===== src/rtl/cpu_pkg.sv =====
// Shared pipeline definitions: forwarding-select encodings, hazard FSM states
// and the hard-wired zero register number.
package cpu_pkg;

    localparam logic [1:0] FWD_REGFILE = 2'b00;
    localparam logic [1:0] FWD_EXMEM   = 2'b10;
    localparam logic [1:0] FWD_MEMWB   = 2'b01;

    localparam logic [4:0] REG_ZERO = 5'd0;

    typedef enum logic {
        RUN   = 1'b0,
        FLUSH = 1'b1
    } hz_state_t;

endpackage


===== src/rtl/sat_counter.sv =====
// Event counter that sticks at all-ones instead of wrapping; updates on the
// falling clock edge like the pipeline registers it observes.
module sat_counter #(
    parameter int CNT_W = 16
) (
    input  logic             clk,
    input  logic             reset,
    input  logic             inc,
    output logic [CNT_W-1:0] count
);

    logic [CNT_W-1:0] r_count;

    // NOTE: sequential state uses non-blocking assignments so every register
    // samples the pre-edge values of its neighbours.
    always_ff @(negedge clk or posedge reset) begin
        if (reset) begin
            r_count <= '0;
        end else if (inc && (r_count != '1)) begin
            r_count <= r_count + 1'b1;
        end
    end

    assign count = r_count;

endmodule


===== src/rtl/ex_hazard_unit.sv =====
// ID/EX-side hazard control: load-use stall, taken-branch flush sequencing,
// EX operand forwarding selects and saturating stall/flush event counters.
module ex_hazard_unit
    import cpu_pkg::*;
#(
    parameter int FLUSH_CYCLES = 2,
    parameter int CNT_W        = 16
) (
    input  logic             clk,
    input  logic             reset,
    input  logic [4:0]       id_rs,
    input  logic [4:0]       id_rt,
    input  logic             id_uses_rt,
    input  logic             id_ex_mem_read,
    input  logic [4:0]       id_ex_rs,
    input  logic [4:0]       id_ex_rt,
    input  logic             ex_branch_taken,
    input  logic             ex_mem_reg_write,
    input  logic [4:0]       ex_mem_rd,
    input  logic             mem_wb_reg_write,
    input  logic [4:0]       mem_wb_rd,
    output logic             pc_write,
    output logic             if_id_write,
    output logic             if_id_flush,
    output logic             id_ex_bubble,
    output logic [1:0]       fwd_a,
    output logic [1:0]       fwd_b,
    output logic             flush_active,
    output logic [CNT_W-1:0] stall_cnt,
    output logic [CNT_W-1:0] flush_cnt
);

    localparam int RW = (FLUSH_CYCLES > 1) ? $clog2(FLUSH_CYCLES) : 1;

    hz_state_t      r_state, w_next_state;
    logic [RW-1:0]  r_rem, w_next_rem;
    logic           w_load_use, w_in_flush, w_branch, w_stall;

    assign w_load_use = id_ex_mem_read && (id_ex_rt != REG_ZERO) &&
                        ((id_ex_rt == id_rs) || (id_uses_rt && (id_ex_rt == id_rt)));

    // While flushing, ID and EX hold squashed instructions, so their hazards are ignored.
    assign w_in_flush = (r_state == FLUSH);
    assign w_branch   = !w_in_flush && ex_branch_taken;
    assign w_stall    = !w_in_flush && !ex_branch_taken && w_load_use;

    // NOTE: every always_comb target gets a default first so no latch is inferred.
    always_comb begin
        w_next_state = r_state;
        w_next_rem   = r_rem;
        case (r_state)
            RUN: begin
                if (w_branch && (FLUSH_CYCLES > 1)) begin
                    w_next_state = FLUSH;
                    w_next_rem   = RW'(FLUSH_CYCLES - 1);
                end
            end
            FLUSH: begin
                if (r_rem == RW'(1)) begin
                    w_next_state = RUN;
                end else begin
                    w_next_rem = r_rem - 1'b1;
                end
            end
            default: w_next_state = RUN;
        endcase
    end

    always_ff @(negedge clk or posedge reset) begin
        if (reset) begin
            r_state <= RUN;
            r_rem   <= '0;
        end else begin
            r_state <= w_next_state;
            r_rem   <= w_next_rem;
        end
    end

    // Outputs are forced to their idle values while reset is held.
    assign pc_write     = reset || !w_stall;
    assign if_id_write  = reset || !w_stall;
    assign if_id_flush  = !reset && (w_in_flush || w_branch);
    assign id_ex_bubble = !reset && (w_in_flush || w_branch || w_stall);
    assign flush_active = !reset && w_in_flush;

    always_comb begin
        fwd_a = FWD_REGFILE;
        fwd_b = FWD_REGFILE;
        if (!reset) begin
            if (ex_mem_reg_write && (ex_mem_rd != REG_ZERO) && (ex_mem_rd == id_ex_rs))
                fwd_a = FWD_EXMEM;
            else if (mem_wb_reg_write && (mem_wb_rd != REG_ZERO) && (mem_wb_rd == id_ex_rs))
                fwd_a = FWD_MEMWB;
            if (ex_mem_reg_write && (ex_mem_rd != REG_ZERO) && (ex_mem_rd == id_ex_rt))
                fwd_b = FWD_EXMEM;
            else if (mem_wb_reg_write && (mem_wb_rd != REG_ZERO) && (mem_wb_rd == id_ex_rt))
                fwd_b = FWD_MEMWB;
        end
    end

    sat_counter #(.CNT_W(CNT_W)) u_stall_cnt (
        .clk   (clk),
        .reset (reset),
        .inc   (w_stall),
        .count (stall_cnt)
    );

    sat_counter #(.CNT_W(CNT_W)) u_flush_cnt (
        .clk   (clk),
        .reset (reset),
        .inc   (w_branch),
        .count (flush_cnt)
    );

endmodule


===== config.mk =====
export PLATFORM = sky130hd
export DESIGN_NAME = ex_hazard_unit
export DESIGN_NICKNAME = d
export VERILOG_FILES = /design/src/rtl/cpu_pkg.sv /design/src/rtl/sat_counter.sv /design/src/rtl/ex_hazard_unit.sv
export SDC_FILE = /design/constraint.sdc
export NUM_CORES = 1
export LEC_CHECK = 0
export CAP_MARGIN = 20
export CORE_MARGIN = 2
export CORE_UTILIZATION = 25
export DETAILED_ROUTE_END_ITERATION = 6
export GPL_TIMING_DRIVEN = 0
export MAX_ROUTING_LAYER = met4
export PLACE_DENSITY = 0.57
export RECOVER_POWER = 25
export SKIP_CTS_REPAIR_TIMING = 1
export SYNTH_ARGS = -nofsm -noshare
export SYNTH_HDL_FRONTEND = slang
export SYNTH_SLANG_ARGS = --single-unit
export TNS_END_PERCENT = 20

===== constraint.sdc =====
create_clock -name clk -period 11.4 [get_ports clk]
set_input_delay 3.42 -clock clk [delete_from_list [all_inputs] [get_ports clk]]
set_output_delay 3.42 -clock clk [all_outputs]
set_load 0.02 [all_outputs]

==> reports/qor.csv, run 1 <==
metric;value;unit
run_status;finished, final reports clean;
grtUsageTotal;0.121;
synth-seq-cells;34;
core.rowCount;33;
internal_power;0.238;mW
h-tree-depth;2;
grt_start_max_net_pins;37;
synth_seq_area_share;0.404;
clock_skew;0.00252;ns
drive_above_1_share;0.0941;
timing.critical_path.from_type;register;
diodes;0;
start_util;0.258;
power_density;114;mW/mm2
detailedRoute.firstIterationViolations;70;
setup.worst_path.class;reg2out;
numCtsBuffers;5;
timing.final.max_slew_violations;0;
post-route-util;0.373;
drt_drc_violations_left;0;
avgSynthCellArea;10.2;um2
peak_ir_drop_on_the_vdd_network;0.0465;mV
final_net_count;325;
netSwitchingFraction;0.318;
share_clk_of_total_power;0.264;
worst_slack;0.244;ns
cts.root.buffer_cell;clkbuf_8;
width_of_the_die;95.8;um
synthesis.yosys.warnings;0;
die-area;0.00917;mm2
arrival;7.74;ns
tritoncts;built;
pwr-share-seq;0.434;
wire_length_per_cell;12.8;um
route.antenna.remaining_nets;0;
globalRoute.totalOverflow;0;
pre_cts_setup_slack;0.362;ns
timing_hold_violations_final;0;
num_io_pins;78;
die_height;95.8;um
initial_antenna_violation_count;0;
num-fill-cells;830;
grt_pass1_vias;1763;
synthDominantAreaCellType;dfrtn_1;
place.gp.congestion;0.803;
grt_first_pass_wirelength;8.38;mm
max_cap_violations;0;
num_vias;1776;
netlist.area_leader.share;0.404;
biggest_area_contributors_in_the_synthesized_netlist;dfrtn_1, xnor2_1, xor2_1;
port_buffers;72;
core;0.00818;mm2
critical_path_buffer_and_inverter_count;2;
clk-insertion-delay-late;0.29;ns
crit_path_top_delay_cell;clkdlybuf4s50_1;
reg_clk_slew_reported_paths;0.05;ns
dp.final_hpwl;3.98;mm
detail_route.wirelength;5.01;mm
cts_sink_cnt;34;
pwr-share-comb;0.302;
power.static_leakage;1.18;nW
worst_pin_slew;1.36;ns
critPathTopFamily;buffers and inverters;
rsz0062_at_grt;no;
cts-root-to-sink-buffers;2;
count_of_cell_types_in_the_netlist;40;
tns;0;ns
total_switching_power;0.111;mW
drtPass1Iterations;4;
report.final.setup_viol;0;
netlist_area;0.00211;mm2
via_per_inst;4.53;
syn-num-nets;246;
maxSlewHeadroom;0.0949;
hold_path.class;reg2reg;
critical_path.max_fanout;6;
post_synthesis_cell_count;207;
crit_chain;nor2_2, o211ai_4, inv_2, nand2_1, a21oi_1, clkdlybuf4s50_1;
critPathMaxStageDelay;0.63;ns
timing.critical_path.to_type;primary output;
area_growth_syn_to_layout;44.9;%
cp_data_required_time;7.98;ns
==> synth_stat cells, drive strengths merged <==
cell type  number
xnor2          46
dfrtn          34
nand2          16
nand4          16
nand3          15
xor2           14
nor2           10
and3            8
or4             7
buf             5
inv             5
nor4            5
and4            3
nor3            3
clkbuf          2
ha              2
mux2            2
o211ai          2
o21ai           2
a2111oi         1
a211oi          1
a21oi           1
a311oi          1
a41oi           1
and2            1
nand3b          1
nor3b           1
o22ai           1
or3             1
==> sequential cells by signal, indices dropped and copies added (netlist names) <==
| signal | cells |
|---|---|
| r_state | 1 |
| r_rem | 1 |
| u_stall_cnt.count | 16 |
| u_flush_cnt.count | 16 |
==> routing by layer <==
metal / share of wire / vias to the layer above / GRT usage
li1: - / 894 / -
met1: 0.47 / 816 / 0.157
met2: 0.45 / 60 / 0.185
met3: 0.062 / 6 / 0.0305
met4: 0.017 / 0 / 0.0393
met5: 0 / - / -
==> per-stage QoR <==
stage	instance area, um2	hold WS (ns)	std cells	total power [mW]
after global routing	3050	0.444	392	0.372
after global placement	2960	0.417	384	0.258
after CTS	3050	0.419	392	0.354
final	3050	0.420	392	0.348
after detailed placement	2960	0.412	384	0.260
after floorplan	2110	0.381	207	0.208
==> kinds of logic (layout without fill, tap and decap cells) <==
kind of cell / Yosys count / in the layout / synth area share
simple gates: 87 / 87 / 0.243
xor+xnor: 60 / 60 / 0.250
flops: 34 / 34 / 0.404
buf+inv: 12 / 92 / 0.0297
compound gates: 10 / 10 / 0.0493
fa+ha+maj: 2 / 2 / 0.0119
mux: 2 / 2 / 0.0125
==> final timing paths <==
check	start	end	slack [ns]	depth (start not counted)
hold reg to reg	r_rem$_DFFE_NP0N_	r_rem$_DFFE_NP0N_	0.42	1
setup reg to reg	u_stall_cnt.count[0]$_DFFE_NP0P_	u_stall_cnt.count[1]$_DFFE_NP0P_	9.47	6
max in group asynchronous	reset	u_stall_cnt.count[5]$_DFFE_NP0P_	0.87	2
min in group asynchronous	reset	u_flush_cnt.count[2]$_DFFE_NP0P_	9.69	2
hold / removal	r_rem$_DFFE_NP0N_	r_rem$_DFFE_NP0N_	0.42	1
setup / recovery	r_state$_DFF_NP0_	id_ex_bubble	0.24	6
==> area by class of cell <==
class | instances | area (um2) | share of cell area
inverters | 5 | 18.8 | 0.00615
flip-flops and latches | 34 | 851 | 0.279
repair buffers | 72 | 721 | 0.236
multi-input cells | 161 | 1190 | 0.392
clock buffers | 7 | 86.3 | 0.0283
clock inverters | 1 | 5.00 | 0.00164
well taps | 105 | 131 | 0.0431
plain buffers | 7 | 43.8 | 0.0144
==> power by group through the flow <==
stage / clock, mW / combinational [mW] / sequential [mW]
after global placement: 0 / 0.105 / 0.153
after detailed placement: 0 / 0.106 / 0.154
after floorplan: 0 / 0.0424 / 0.166
after global routing: 0.103 / 0.114 / 0.155
final: 0.0918 / 0.105 / 0.151
after CTS: 0.0959 / 0.107 / 0.151
==> cell usage in the layout, fill, tap and decap left out, types with 2 or more instances in the layout <==
cell type / netlist / final
nand2_1: 15 / 15
buf_4: 2 / 2
o21ai_0: 1 / 2
nand3_1: 15 / 15
nor4_1: 5 / 5
clkbuf_1: 2 / 3
inv_1: 4 / 4
dfrtn_1: 34 / 34
and3_1: 7 / 7
or4_1: 5 / 5
nor3_1: 3 / 3
and4_1: 3 / 3
dlygate4sd3_1: 0 / 4
clkbuf_8: 0 / 6
clkdlybuf4s50_1: 0 / 68
or4_4: 2 / 2
ha_1: 2 / 2
xnor2_1: 46 / 46
nor2_2: 2 / 3
buf_2: 2 / 2
nor2_1: 8 / 7
xor2_1: 14 / 14
nand4_1: 15 / 15
(Power assumes the default switching activity.)
==> run 2, diff against run 1 <==
PLACE_DENSITY = default   (was 0.57)
==> run 2 against run 1 <==
  * Non-clock buffer count unchanged
  * Register-to-register slack better by 0.04 ns
  * Core utilization fell by 0.18 points
  * Sequential power barely moved
  * Setup slack gained 0.044 ns
  * Cell count down 0.26%
  * Power decreased by 3.2%
  * Clock skew fell by 0.0013 ns
  * Hold slack worse by 0.0058 ns
  * Clock power down 11%
  * Critical path depth did not move
  * Critical endpoint unchanged
==> reports/qor.csv, run 2 (synthesized netlist as in run 1, its figures left out) <==
metric;value;unit;change
tns;0;ns;unchanged
num_vias;1788;;was 1,776
place_inst;384;;unchanged
setup.reg_to_reg.worst_slack;9.51;ns;was 9.47 ns
final_net_count;325;;unchanged
diodes;0;;unchanged
critical_path.max_fanout;6;;unchanged
grt_start_max_net_pins;37;;unchanged
clock_skew;0.00121;ns;was 0.00252 ns
core;0.00818;mm2;unchanged
width_of_the_die;95.8;um;unchanged
route.antenna.remaining_nets;0;;unchanged
worstRegToRegCells;6;;unchanged
die-area;0.00917;mm2;unchanged
cp_data_required_time;7.98;ns;about the same
globalRoute.totalOverflow;0;;unchanged
detailedRoute.firstIterationViolations;56;;was 70
timing_hold_violations_final;0;;unchanged
rsz0062_at_grt;no;;unchanged
worst_pin_slew;1.36;ns;about the same
multi_input_area;0.00119;mm2;unchanged
tritoncts;built;;unchanged
run_status;finished, final reports clean;;unchanged
finalNonFillerCells;391;;was 392
start_util;0.258;;unchanged
peak_ir_drop_on_the_vdd_network;0.0397;mV;was 0.0465 mV
drtPass1Iterations;4;;unchanged
grt_first_pass_wirelength;8.05;mm;was 8.38 mm
core.rowCount;33;;unchanged
critical_path_buffer_and_inverter_count;2;;unchanged
setup.worst_path.class;reg2out;;unchanged
layout.cells.most_common_list;clkdlybuf4s50_1, xnor2_1, dfrtn_1;;unchanged
grtUsageTotal;0.117;;was 0.121
drive_above_1_share;0.0874;;was 0.0941
layout.cells.most_common;clkdlybuf4s50_1;;unchanged
timing.critical_path.from_type;register;;unchanged
port_buffers;72;;unchanged
arrival;7.69;ns;was 7.74 ns
detail_route.wirelength;4.95;mm;was 5.01 mm
max_cap_violations;0;;unchanged
num_io_pins;78;;unchanged
register_area;851;um2;unchanged
hold_path.class;reg2reg;;unchanged
cts_sink_cnt;34;;unchanged
maxSlewHeadroom;0.0950;;was 0.0949
crit_path_top_delay_cell;clkdlybuf4s50_1;;unchanged
report.final.setup_viol;0;;unchanged
cts.root.buffer_cell;clkbuf_8;;unchanged
critPathMaxStageDelay;0.64;ns;was 0.63 ns
area_growth_syn_to_layout;44.2;%;was 44.9%
via_per_inst;4.57;;was 4.53
clk-insertion-delay-late;0.29;ns;about the same
r2r_end;u_stall_cnt.count[7]$_DFFE_NP0P_;;was u_stall_cnt.count[1]$_DFFE_NP0P_
timing.rr.start;u_stall_cnt.count[0]$_DFFE_NP0P_;;unchanged
power.static_leakage;1.17;nW;was 1.18 nW
initial_antenna_violation_count;0;;unchanged
drt_drc_violations_left;0;;unchanged
whs_path_depth;1;;unchanged
power_density;111;mW/mm2;was 114 mW/mm2
h-tree-depth;2;;unchanged
critPathTopFamily;buffers and inverters;;unchanged
startpoint;r_state$_DFF_NP0_;;unchanged
die_height;95.8;um;unchanged
cp-endpoint;id_ex_bubble;;unchanged
cts-root-to-sink-buffers;2;;unchanged
timing.critical_path.to_type;primary output;;unchanged
reg_clk_slew_reported_paths;0.04;ns;was 0.05 ns
wire_length_per_cell;12.6;um;was 12.8 um
place.gp.congestion;0.775;;was 0.803
grt_pass1_vias;1731;;was 1,763
numCtsBuffers;5;;unchanged
logic_depth_of_the_worst_setup_path_including_buffers;6;;unchanged
num-fill-cells;824;;was 830
dp.final_hpwl;4.00;mm;was 3.98 mm
timing.final.max_slew_violations;0;;unchanged
crit_chain;nor2_2, o211ai_4, inv_2, nand2_1, a21oi_1, clkdlybuf4s50_1;;unchanged
==> run 2: cell count changes in the layout (fill, tap and decap cells not counted), sizes merged <==
cell    delta
clkinv     -1
==> run 2: cell type report <==
cell class | count | area share
well taps | 105 | 0.0433
inverters | 5 | 0.00618
repair buffers | 72 | 0.237
flip-flops and latches | 34 | 0.280
multi-input cells | 161 | 0.393
clock buffers | 7 | 0.0251
plain buffers | 7 | 0.0144
==> run 2: metal layers <==
layer,GRT usage,vias to the layer above,part of all wire
met3,0.0392,3,0.081
met1,0.142,821,0.44
met5,-,-,0
met4,0.0357,0,0.0073
li1,-,891,-
met2,0.186,73,0.47
==> run 2: worst min-delay path by stage <==
stage	startpoint	end	slack (ns)
CTS	r_rem$_DFFE_NP0N_	r_rem$_DFFE_NP0N_	0.42
floorplan	r_rem$_DFFE_NP0N_	r_state$_DFF_NP0_	0.38
global route	u_flush_cnt.count[4]$_DFFE_NP0P_	u_flush_cnt.count[4]$_DFFE_NP0P_	0.46
detailed placement	r_rem$_DFFE_NP0N_	r_rem$_DFFE_NP0N_	0.41
finish	r_rem$_DFFE_NP0N_	r_rem$_DFFE_NP0N_	0.41
global placement	r_rem$_DFFE_NP0N_	r_rem$_DFFE_NP0N_	0.42
==> run 2: worst register-to-register path, stage by stage, from the launching register on <==
cell	delay (ns)
dfrtn_1	0.46
ha_1	0.20
nand3_1	0.11
or4_1	0.52
and3_1	0.25
nand4_1	0.13
xnor2_1	0.07
==> run 2: report_power, final <==
group / internal, mW / total, mW / leakage, nW / switching, mW
clock: 0.0420 / 0.0813 / 0.0383 / 0.0393
combinational: 0.0537 / 0.104 / 0.684 / 0.0505
sequential: 0.135 / 0.151 / 0.451 / 0.0164
total: 0.231 / 0.337 / 1.17 / 0.106
==> run 2: per-stage QoR <==
stage	cell area, um2	hold slack (ns)	power, mW	setup WS (ns)	utilization
after CTS	3030	0.422	0.343	0.115	0.371
after detailed placement	2960	0.413	0.260	0.374	0.362
after floorplan	2110	0.381	0.208	0.747	-
final	3040	0.414	0.337	0.288	0.371
after global placement	2960	0.416	0.258	0.389	0.362
after global routing	3040	0.460	0.358	0.0960	0.371
==> run 3, diff against run 2 <==
TNS_END_PERCENT = default   (was 20)
==> results of run 3 <==
No change in the layout: final DEF, timing and power equal those of run 2.
